[src/rtl/udma_hyper_cs_segmenter_pkg.sv]
// Shared hyperbus definitions for the CS segmenter: FSM state encoding,
// default command overhead and a small unsigned min helper.
package udma_hyper_cs_segmenter_pkg;

    typedef enum logic [2:0] {
        ST_IDLE      = 3'd0,
        ST_ISSUE     = 3'd1,
        ST_WAIT_DONE = 3'd2,
        ST_RECOVER   = 3'd3,
        ST_DONE      = 3'd4
    } seg_state_e;

    localparam int unsigned CMD_OVERHEAD_DEFAULT = 8;

    function automatic logic [31:0] min_u32(input logic [31:0] a, input logic [31:0] b);
        return (a < b) ? a : b;
    endfunction

endpackage

[src/rtl/udma_hyper_down_counter.sv]
// Loadable 32-bit down counter that saturates at zero and flags it.
module udma_hyper_down_counter (
    input  logic        clk_i,
    input  logic        rst_ni,
    input  logic        i_load,
    input  logic [31:0] i_load_val,
    input  logic        i_dec,
    output logic        o_zero
);

    logic [31:0] r_count;

    // Count register: load has priority over decrement.
    always_ff @(posedge clk_i or negedge rst_ni) begin
        if (!rst_ni) begin
            r_count <= 32'd0;
        end else if (i_load) begin
            r_count <= i_load_val;
        end else if (i_dec && (r_count != 32'd0)) begin
            r_count <= r_count - 32'd1;
        end else begin
            r_count <= r_count;
        end
    end

    assign o_zero = (r_count == 32'd0);

endmodule

[src/rtl/udma_hyper_cs_segmenter.sv]
// Splits uDMA hyperbus bursts into CS-low segments bounded by tCSM and
// inserts read/write recovery idle time between segments and bursts.
module udma_hyper_cs_segmenter
    import udma_hyper_cs_segmenter_pkg::*;
#(
    parameter int unsigned TRANS_SIZE   = 16,
    parameter int unsigned CMD_OVERHEAD = CMD_OVERHEAD_DEFAULT
) (
    input  logic                  clk_i,
    input  logic                  rst_ni,
    input  logic [31:0]           cfg_t_cs_max_i,
    input  logic [31:0]           cfg_t_read_write_recovery_i,
    input  logic                  trans_valid_i,
    output logic                  trans_ready_o,
    input  logic [31:0]           trans_addr_i,
    input  logic [TRANS_SIZE-1:0] trans_len_i,
    output logic                  seg_valid_o,
    input  logic                  seg_ready_i,
    output logic [31:0]           seg_addr_o,
    output logic [TRANS_SIZE-1:0] seg_len_o,
    input  logic                  seg_done_i,
    output logic                  trans_done_o,
    output logic                  busy_o
);

    localparam logic [31:0] MAX_LEN = 32'((64'd1 << TRANS_SIZE) - 64'd1);
    localparam logic [31:0] OVH     = 32'(CMD_OVERHEAD);

    seg_state_e            r_state;
    logic [31:0]           r_addr;
    logic [TRANS_SIZE-1:0] r_rem;
    logic [31:0]           r_rwr;
    logic [TRANS_SIZE-1:0] r_max;
    logic                  r_ready;
    logic                  r_busy;
    logic                  r_seg_valid;
    logic [31:0]           r_seg_addr;
    logic [TRANS_SIZE-1:0] r_seg_len;
    logic                  r_trans_done;

    logic [TRANS_SIZE-1:0] w_max_new;
    logic [TRANS_SIZE-1:0] w_first_len;
    logic [TRANS_SIZE-1:0] w_next_len;
    logic [31:0]           w_addr_step;
    logic                  w_cnt_load;
    logic                  w_cnt_dec;
    logic                  w_cnt_zero;

    // Per-segment word budget from the live config, and segment sizing.
    always_comb begin
        w_max_new   = TRANS_SIZE'(1);
        w_first_len = '0;
        w_next_len  = '0;
        w_addr_step = 32'd0;
        if (cfg_t_cs_max_i > OVH) begin
            w_max_new = TRANS_SIZE'(min_u32(cfg_t_cs_max_i - OVH, MAX_LEN));
        end else begin
            w_max_new = TRANS_SIZE'(1);
        end
        w_first_len = TRANS_SIZE'(min_u32(32'(trans_len_i), 32'(w_max_new)));
        w_next_len  = TRANS_SIZE'(min_u32(32'(r_rem), 32'(r_max)));
        w_addr_step = 32'(r_seg_len) << 1;
    end

    // Counter holds rwr-1 so its zero flag marks the last recovery cycle;
    // rwr==0 bypasses RECOVER entirely.
    assign w_cnt_load = (r_state == ST_WAIT_DONE) && seg_done_i && (r_rwr != 32'd0);
    assign w_cnt_dec  = (r_state == ST_RECOVER);

    udma_hyper_down_counter u_rwr_cnt (
        .clk_i      (clk_i),
        .rst_ni     (rst_ni),
        .i_load     (w_cnt_load),
        .i_load_val (r_rwr - 32'd1),
        .i_dec      (w_cnt_dec),
        .o_zero     (w_cnt_zero)
    );

    // Segmenting FSM with registered handshake and status outputs.
    always_ff @(posedge clk_i or negedge rst_ni) begin
        if (!rst_ni) begin
            r_state      <= ST_IDLE;
            r_addr       <= 32'd0;
            r_rem        <= '0;
            r_rwr        <= 32'd0;
            r_max        <= '0;
            r_ready      <= 1'b1;
            r_busy       <= 1'b0;
            r_seg_valid  <= 1'b0;
            r_seg_addr   <= 32'd0;
            r_seg_len    <= '0;
            r_trans_done <= 1'b0;
        end else begin
            r_trans_done <= 1'b0;
            case (r_state)
                ST_IDLE: begin
                    if (trans_valid_i) begin
                        r_addr  <= trans_addr_i;
                        r_rem   <= trans_len_i;
                        r_rwr   <= cfg_t_read_write_recovery_i;
                        r_max   <= w_max_new;
                        r_ready <= 1'b0;
                        r_busy  <= 1'b1;
                        if (trans_len_i == '0) begin
                            r_state      <= ST_DONE;
                            r_trans_done <= 1'b1;
                        end else begin
                            r_state     <= ST_ISSUE;
                            r_seg_valid <= 1'b1;
                            r_seg_addr  <= trans_addr_i;
                            r_seg_len   <= w_first_len;
                        end
                    end
                end
                ST_ISSUE: begin
                    if (seg_ready_i) begin
                        r_rem       <= r_rem - r_seg_len;
                        r_addr      <= r_addr + w_addr_step;
                        r_seg_valid <= 1'b0;
                        r_state     <= ST_WAIT_DONE;
                    end
                end
                ST_WAIT_DONE: begin
                    if (seg_done_i) begin
                        if (r_rwr != 32'd0) begin
                            r_state <= ST_RECOVER;
                        end else if (r_rem != '0) begin
                            r_state     <= ST_ISSUE;
                            r_seg_valid <= 1'b1;
                            r_seg_addr  <= r_addr;
                            r_seg_len   <= w_next_len;
                        end else begin
                            r_state      <= ST_DONE;
                            r_trans_done <= 1'b1;
                        end
                    end
                end
                ST_RECOVER: begin
                    if (w_cnt_zero) begin
                        if (r_rem != '0) begin
                            r_state     <= ST_ISSUE;
                            r_seg_valid <= 1'b1;
                            r_seg_addr  <= r_addr;
                            r_seg_len   <= w_next_len;
                        end else begin
                            r_state      <= ST_DONE;
                            r_trans_done <= 1'b1;
                        end
                    end
                end
                ST_DONE: begin
                    r_state <= ST_IDLE;
                    r_ready <= 1'b1;
                    r_busy  <= 1'b0;
                end
                default: begin
                    r_state     <= ST_IDLE;
                    r_ready     <= 1'b1;
                    r_busy      <= 1'b0;
                    r_seg_valid <= 1'b0;
                end
            endcase
        end
    end

    assign trans_ready_o = r_ready;
    assign busy_o        = r_busy;
    assign seg_valid_o   = r_seg_valid;
    assign seg_addr_o    = r_seg_addr;
    assign seg_len_o     = r_seg_len;
    assign trans_done_o  = r_trans_done;

endmodule
[config.mk]
export PLATFORM = sky130hd
export DESIGN_NAME = udma_hyper_cs_segmenter
export DESIGN_NICKNAME = d
export VERILOG_FILES = /design/src/rtl/udma_hyper_cs_segmenter_pkg.sv /design/src/rtl/udma_hyper_down_counter.sv /design/src/rtl/udma_hyper_cs_segmenter.sv
export SDC_FILE = /design/constraint.sdc
export NUM_CORES = 1
export LEC_CHECK = 0
export ABC_CLOCK_PERIOD_IN_PS = 3900
export BUFFER_PORTS_ARGS = -buffer_cell sky130_fd_sc_hd__buf_2
export CAP_MARGIN = 20
export CORE_MARGIN = 3
export CORE_UTILIZATION = 30
export CTS_CLUSTER_DIAMETER = 200
export DETAILED_ROUTE_END_ITERATION = 6
export GPL_TIMING_DRIVEN = 0
export PLACE_DENSITY = 0.45
export SYNTH_ARGS = -nofsm -noshare
export SYNTH_HDL_FRONTEND = slang
export SYNTH_HIERARCHICAL = 1
export SYNTH_SLANG_ARGS = --single-unit
[constraint.sdc]
create_clock -name clk_i -period 3.9 [get_ports clk_i]
set_clock_uncertainty 0.05 [all_clocks]
set_input_delay 0.78 -clock clk_i [delete_from_list [all_inputs] [get_ports clk_i]]
set_output_delay 0.78 -clock clk_i [all_outputs]
set_load 0.02 [all_outputs]
==> out/metrics.cfg <==
[run_status]
status = complete, but fails checks
violations = negative setup slack

[place]
port_buffers = 164
post-place-cells = 2256
gp_congestion = 0.832
pre_cts_slack_ns = -2.10
hpwl_mm = 34.4
dpl_cell_area_um2 = 14600

[synthesis]
synth_top_area_share_pct = 35.0
synth-seq-cells = 183
syn_area_um2 = 13000
synth-edff-count = 0
synth_fp_nets = 1696
netlist_instances = 1513
synth_cell_types = 87
yosys_warnings = 6
synth_top_area_cell = dfrtp_1
synth_ff_type = dfrtp_1
synth_area_leaders = dfrtp_1 (35%), nand2_1 (7.5%), ha_1 (6.2%)
synth.avg_cell_area_um2 = 8.59
yosysSeqAreaShare_pct = 35.2
async_reset_ff_share_pct = 100

[detailed_routing]
postRouteAntennaNets = 0
initialDrtViolationCount = 878
viasPerCell = 5.20
firstDrtPassIters = 5
wirelength_mm = 45.3
num_vias = 12100
drc = 0
routedWlPerCell_um = 19.5

[floorplan]
rows = 75
core_um2 = 42300
ios = 169
die_h_um = 214
dieArea_um2 = 45900
initial_core_util_pct = 30.7
fp.dieW_um = 214

[global_route]
grt_usage_pct = 19.8
grt_pass1_vias = 12100
gr-total-overflow = 0
grt_pass1_wl_mm = 71.2
grt_antenna_before_repair = 1
grt_max_degree = 101

[sta]
setup_ws_ns = -1.02
fmax_ghz = 0.203
period_needed_ns = 4.92
rsz0062_at_grt = yes
finalHoldViolCount = 0
hold_ws_ns = 0.307
setup_viol = 16
slew_headroom_pct = 25.2
min_period_over_period_pct = 126
drv_slew = 0
worst_pin_slew_ns = 1.12

[setup_path]
start_kind = input port
crit_fanout = 5
worstSetupPathType = in2reg
arrival_ns = 5.26
regToRegStartpoint = u_rwr_cnt/r_count[14]$_DFFE_PN0P_
r2r_slack_ns = -0.11
endpoint_kind = flop
reg2regPathDepth = 11
r2r-end = seg_len_o[5]$_DFFE_PN0P_
worstPathRequired_ns = 4.25

[cts]
clk_latency_ns = 0.49
cts.sinks = 183
htreeDepth = 4
cts_root_buf = clkbuf_16
numCtsBuffers = 17
cts_tree = done
clk_path_buf_depth = 2
cts_hold_buf = 0
clk_pin_slew_worst_paths_ns = 0.06

[cells_and_area]
final_nets = 1916
drive_above_1_share_pct = 21.1
postLayoutCellArea_um2 = 15900
area_delta_synth_final_pct = 22.4
n_fill_cell = 4473
finalNonFillerCells = 2324

[pwr]
ir_drop_mv = 0.349
p_leak_nw = 7.25
power_density_nw_per_um2 = 803

[run]
maxCapViolCount = 0

[hold_path]
min_path_type = in2async

==> final cells by class <==
class                      instances  area, µm²  area share, %
multi-input combinational       1182       8140           51.2
sequential                       183       4580           28.8
antenna                            1       2.50         0.0157
inverter                          68        260           1.64
tap                              577        722           4.54
buffer                            78        388           2.44
timing repair buffer             203       1220           7.66
clock inverter                     8       88.8          0.559
clock buffer                      24        502           3.15
==> cells by family after synthesis <==
kind of cell | share of synthesized area (%)
adder cells (fa/ha/maj) | 6.47
XOR/XNOR | 5.19
flip-flops | 35.2
AND/OR/NAND/NOR | 23.4
buffers and inverters | 4.62
multiplexers | 5.85
AO/OA/AOI/OAI | 19.2
==> sequential cells by signal, indices dropped and copies added, names as in the netlist, 3 cells and up <==
| name | cells |
|---|---|
| r_addr | 32 |
| r_max | 16 |
| r_rem | 16 |
| r_rwr | 32 |
| r_state | 3 |
| seg_addr_o | 32 |
| seg_len_o | 16 |
| u_rwr_cnt/r_count | 32 |
==> critical path: stages <==
cell       delay, ns
buf_8           0.10
inv_4           0.05
ha_4            0.11
buf_6           0.09
or4b_4          0.50
nor4_4          0.30
mux2i_1         0.11
nand4b_1        0.24
a2111oi_4       0.34
buf_4           0.19
buf_8           0.11
a41o_1          0.25
ha_4            0.23
a21o_1          0.17
a21o_1          0.15
a211o_1         0.27
a21oi_2         0.14
o211ai_1        0.15
a41oi_4         0.23
buf_12          0.16
buf_8           0.13
mux2_4          0.31
o221ai_2        0.14
==> cells in the final DEF, fill, tap and decap left out, types with 7 or more instances in the layout <==
cell / netlist / layout
nor2b_1: 8 / 8
xor2_1: 34 / 33
nor4_4: 3 / 10
inv_1: 67 / 65
mux2_4: 10 / 14
nand4_1: 17 / 17
clkbuf_1: 61 / 52
nand3_1: 35 / 34
clkbuf_2: 0 / 7
o221ai_2: 10 / 15
a21oi_1: 57 / 56
o211ai_1: 21 / 21
nand2b_1: 17 / 17
a21o_1: 13 / 13
o21ai_0: 108 / 107
dfrtp_1: 182 / 182
buf_4: 1 / 32
mux2i_1: 52 / 52
and3_1: 11 / 11
nor3_1: 42 / 35
or3_1: 22 / 21
buf_2: 9 / 168
o21a_1: 10 / 10
a211oi_1: 12 / 12
nor2_1: 100 / 97
or2_2: 10 / 10
nand2_1: 259 / 257
nor4_1: 21 / 17
or4_1: 29 / 28
ha_1: 64 / 62
clkbuf_16: 0 / 17
a41o_1: 15 / 15
xnor2_1: 43 / 43
buf_8: 0 / 7
a31oi_1: 28 / 28
==> synth_stat cells, drive strengths merged (5+ instances only) <==
| cell type | instances |
|---|---|
| nor3 | 43 |
| nand4 | 18 |
| nor4 | 30 |
| nor3b | 7 |
| a211oi | 13 |
| a2111oi | 6 |
| clkbuf | 61 |
| mux2i | 52 |
| or3 | 22 |
| o21ai | 113 |
| nand2 | 259 |
| nor2 | 100 |
| nor2b | 8 |
| dfrtp | 182 |
| nand2b | 17 |
| o221ai | 15 |
| ha | 64 |
| or4 | 32 |
| a21oi | 57 |
| nand3b | 6 |
| o21a | 10 |
| and3 | 11 |
| o211ai | 22 |
| a211o | 5 |
| a31oi | 28 |
| buf | 19 |
| xnor2 | 43 |
| o31ai | 9 |
| a41o | 15 |
| xor2 | 34 |
| nand3 | 35 |
| or2 | 11 |
| a21o | 13 |
| inv | 68 |
| mux2 | 18 |
==> metal layers <==
metal,vias up,GRT usage (%),part of all wire [%]
li1,5946,-,-
met1,5920,27.7,49
met2,194,31.9,46
met3,34,3.03,3.3
met4,0,5.59,1.5
met5,-,0,0
==> timing repair <==
item / 4_1_cts / 5_1_grt
pin swaps: 24 / 18
cloned: 2 / 0
setup endpoints to repair: 86 / 79
setup buffers: 29 / 6
gates resized for setup: 60 / 22
==> metrics by stage <==
stage | total power [W] | util, % | TNS (ns)
detailed placement | 0.0108 | 34.6 | -86.90
global placement | 0.0107 | 34.5 | -350.40
CTS | 0.0128 | 37.2 | -15.70
floorplan | 0.00866 | - | -19.36
finish | 0.0128 | 37.6 | -15.50
global route | 0.0140 | 37.6 | -18.22
==> worst max-delay path by stage <==
stage / from / end / cells after the start
after floorplan: cfg_t_cs_max_i[12] / seg_len_o[11]$_DFFE_PN0P_ / 17
after global routing: cfg_t_cs_max_i[3] / seg_len_o[9]$_DFFE_PN0P_ / 23
after detailed placement: cfg_t_cs_max_i[3] / seg_len_o[12]$_DFFE_PN0P_ / 19
final: cfg_t_cs_max_i[3] / seg_len_o[6]$_DFFE_PN0P_ / 23
after global placement: cfg_t_cs_max_i[3] / seg_len_o[11]$_DFFE_PN0P_ / 21
after CTS: cfg_t_cs_max_i[15] / seg_len_o[9]$_DFFE_PN0P_ / 20
==> power breakdown <==
part           internal (W)  total (W)  switching (W)  leakage (nW)
Clock              0.000970    0.00180       0.000835         0.283
Sequential          0.00280    0.00377       0.000973          2.21
Combinational       0.00285    0.00719        0.00434          4.75
Power figures use the tool's default switching activity.
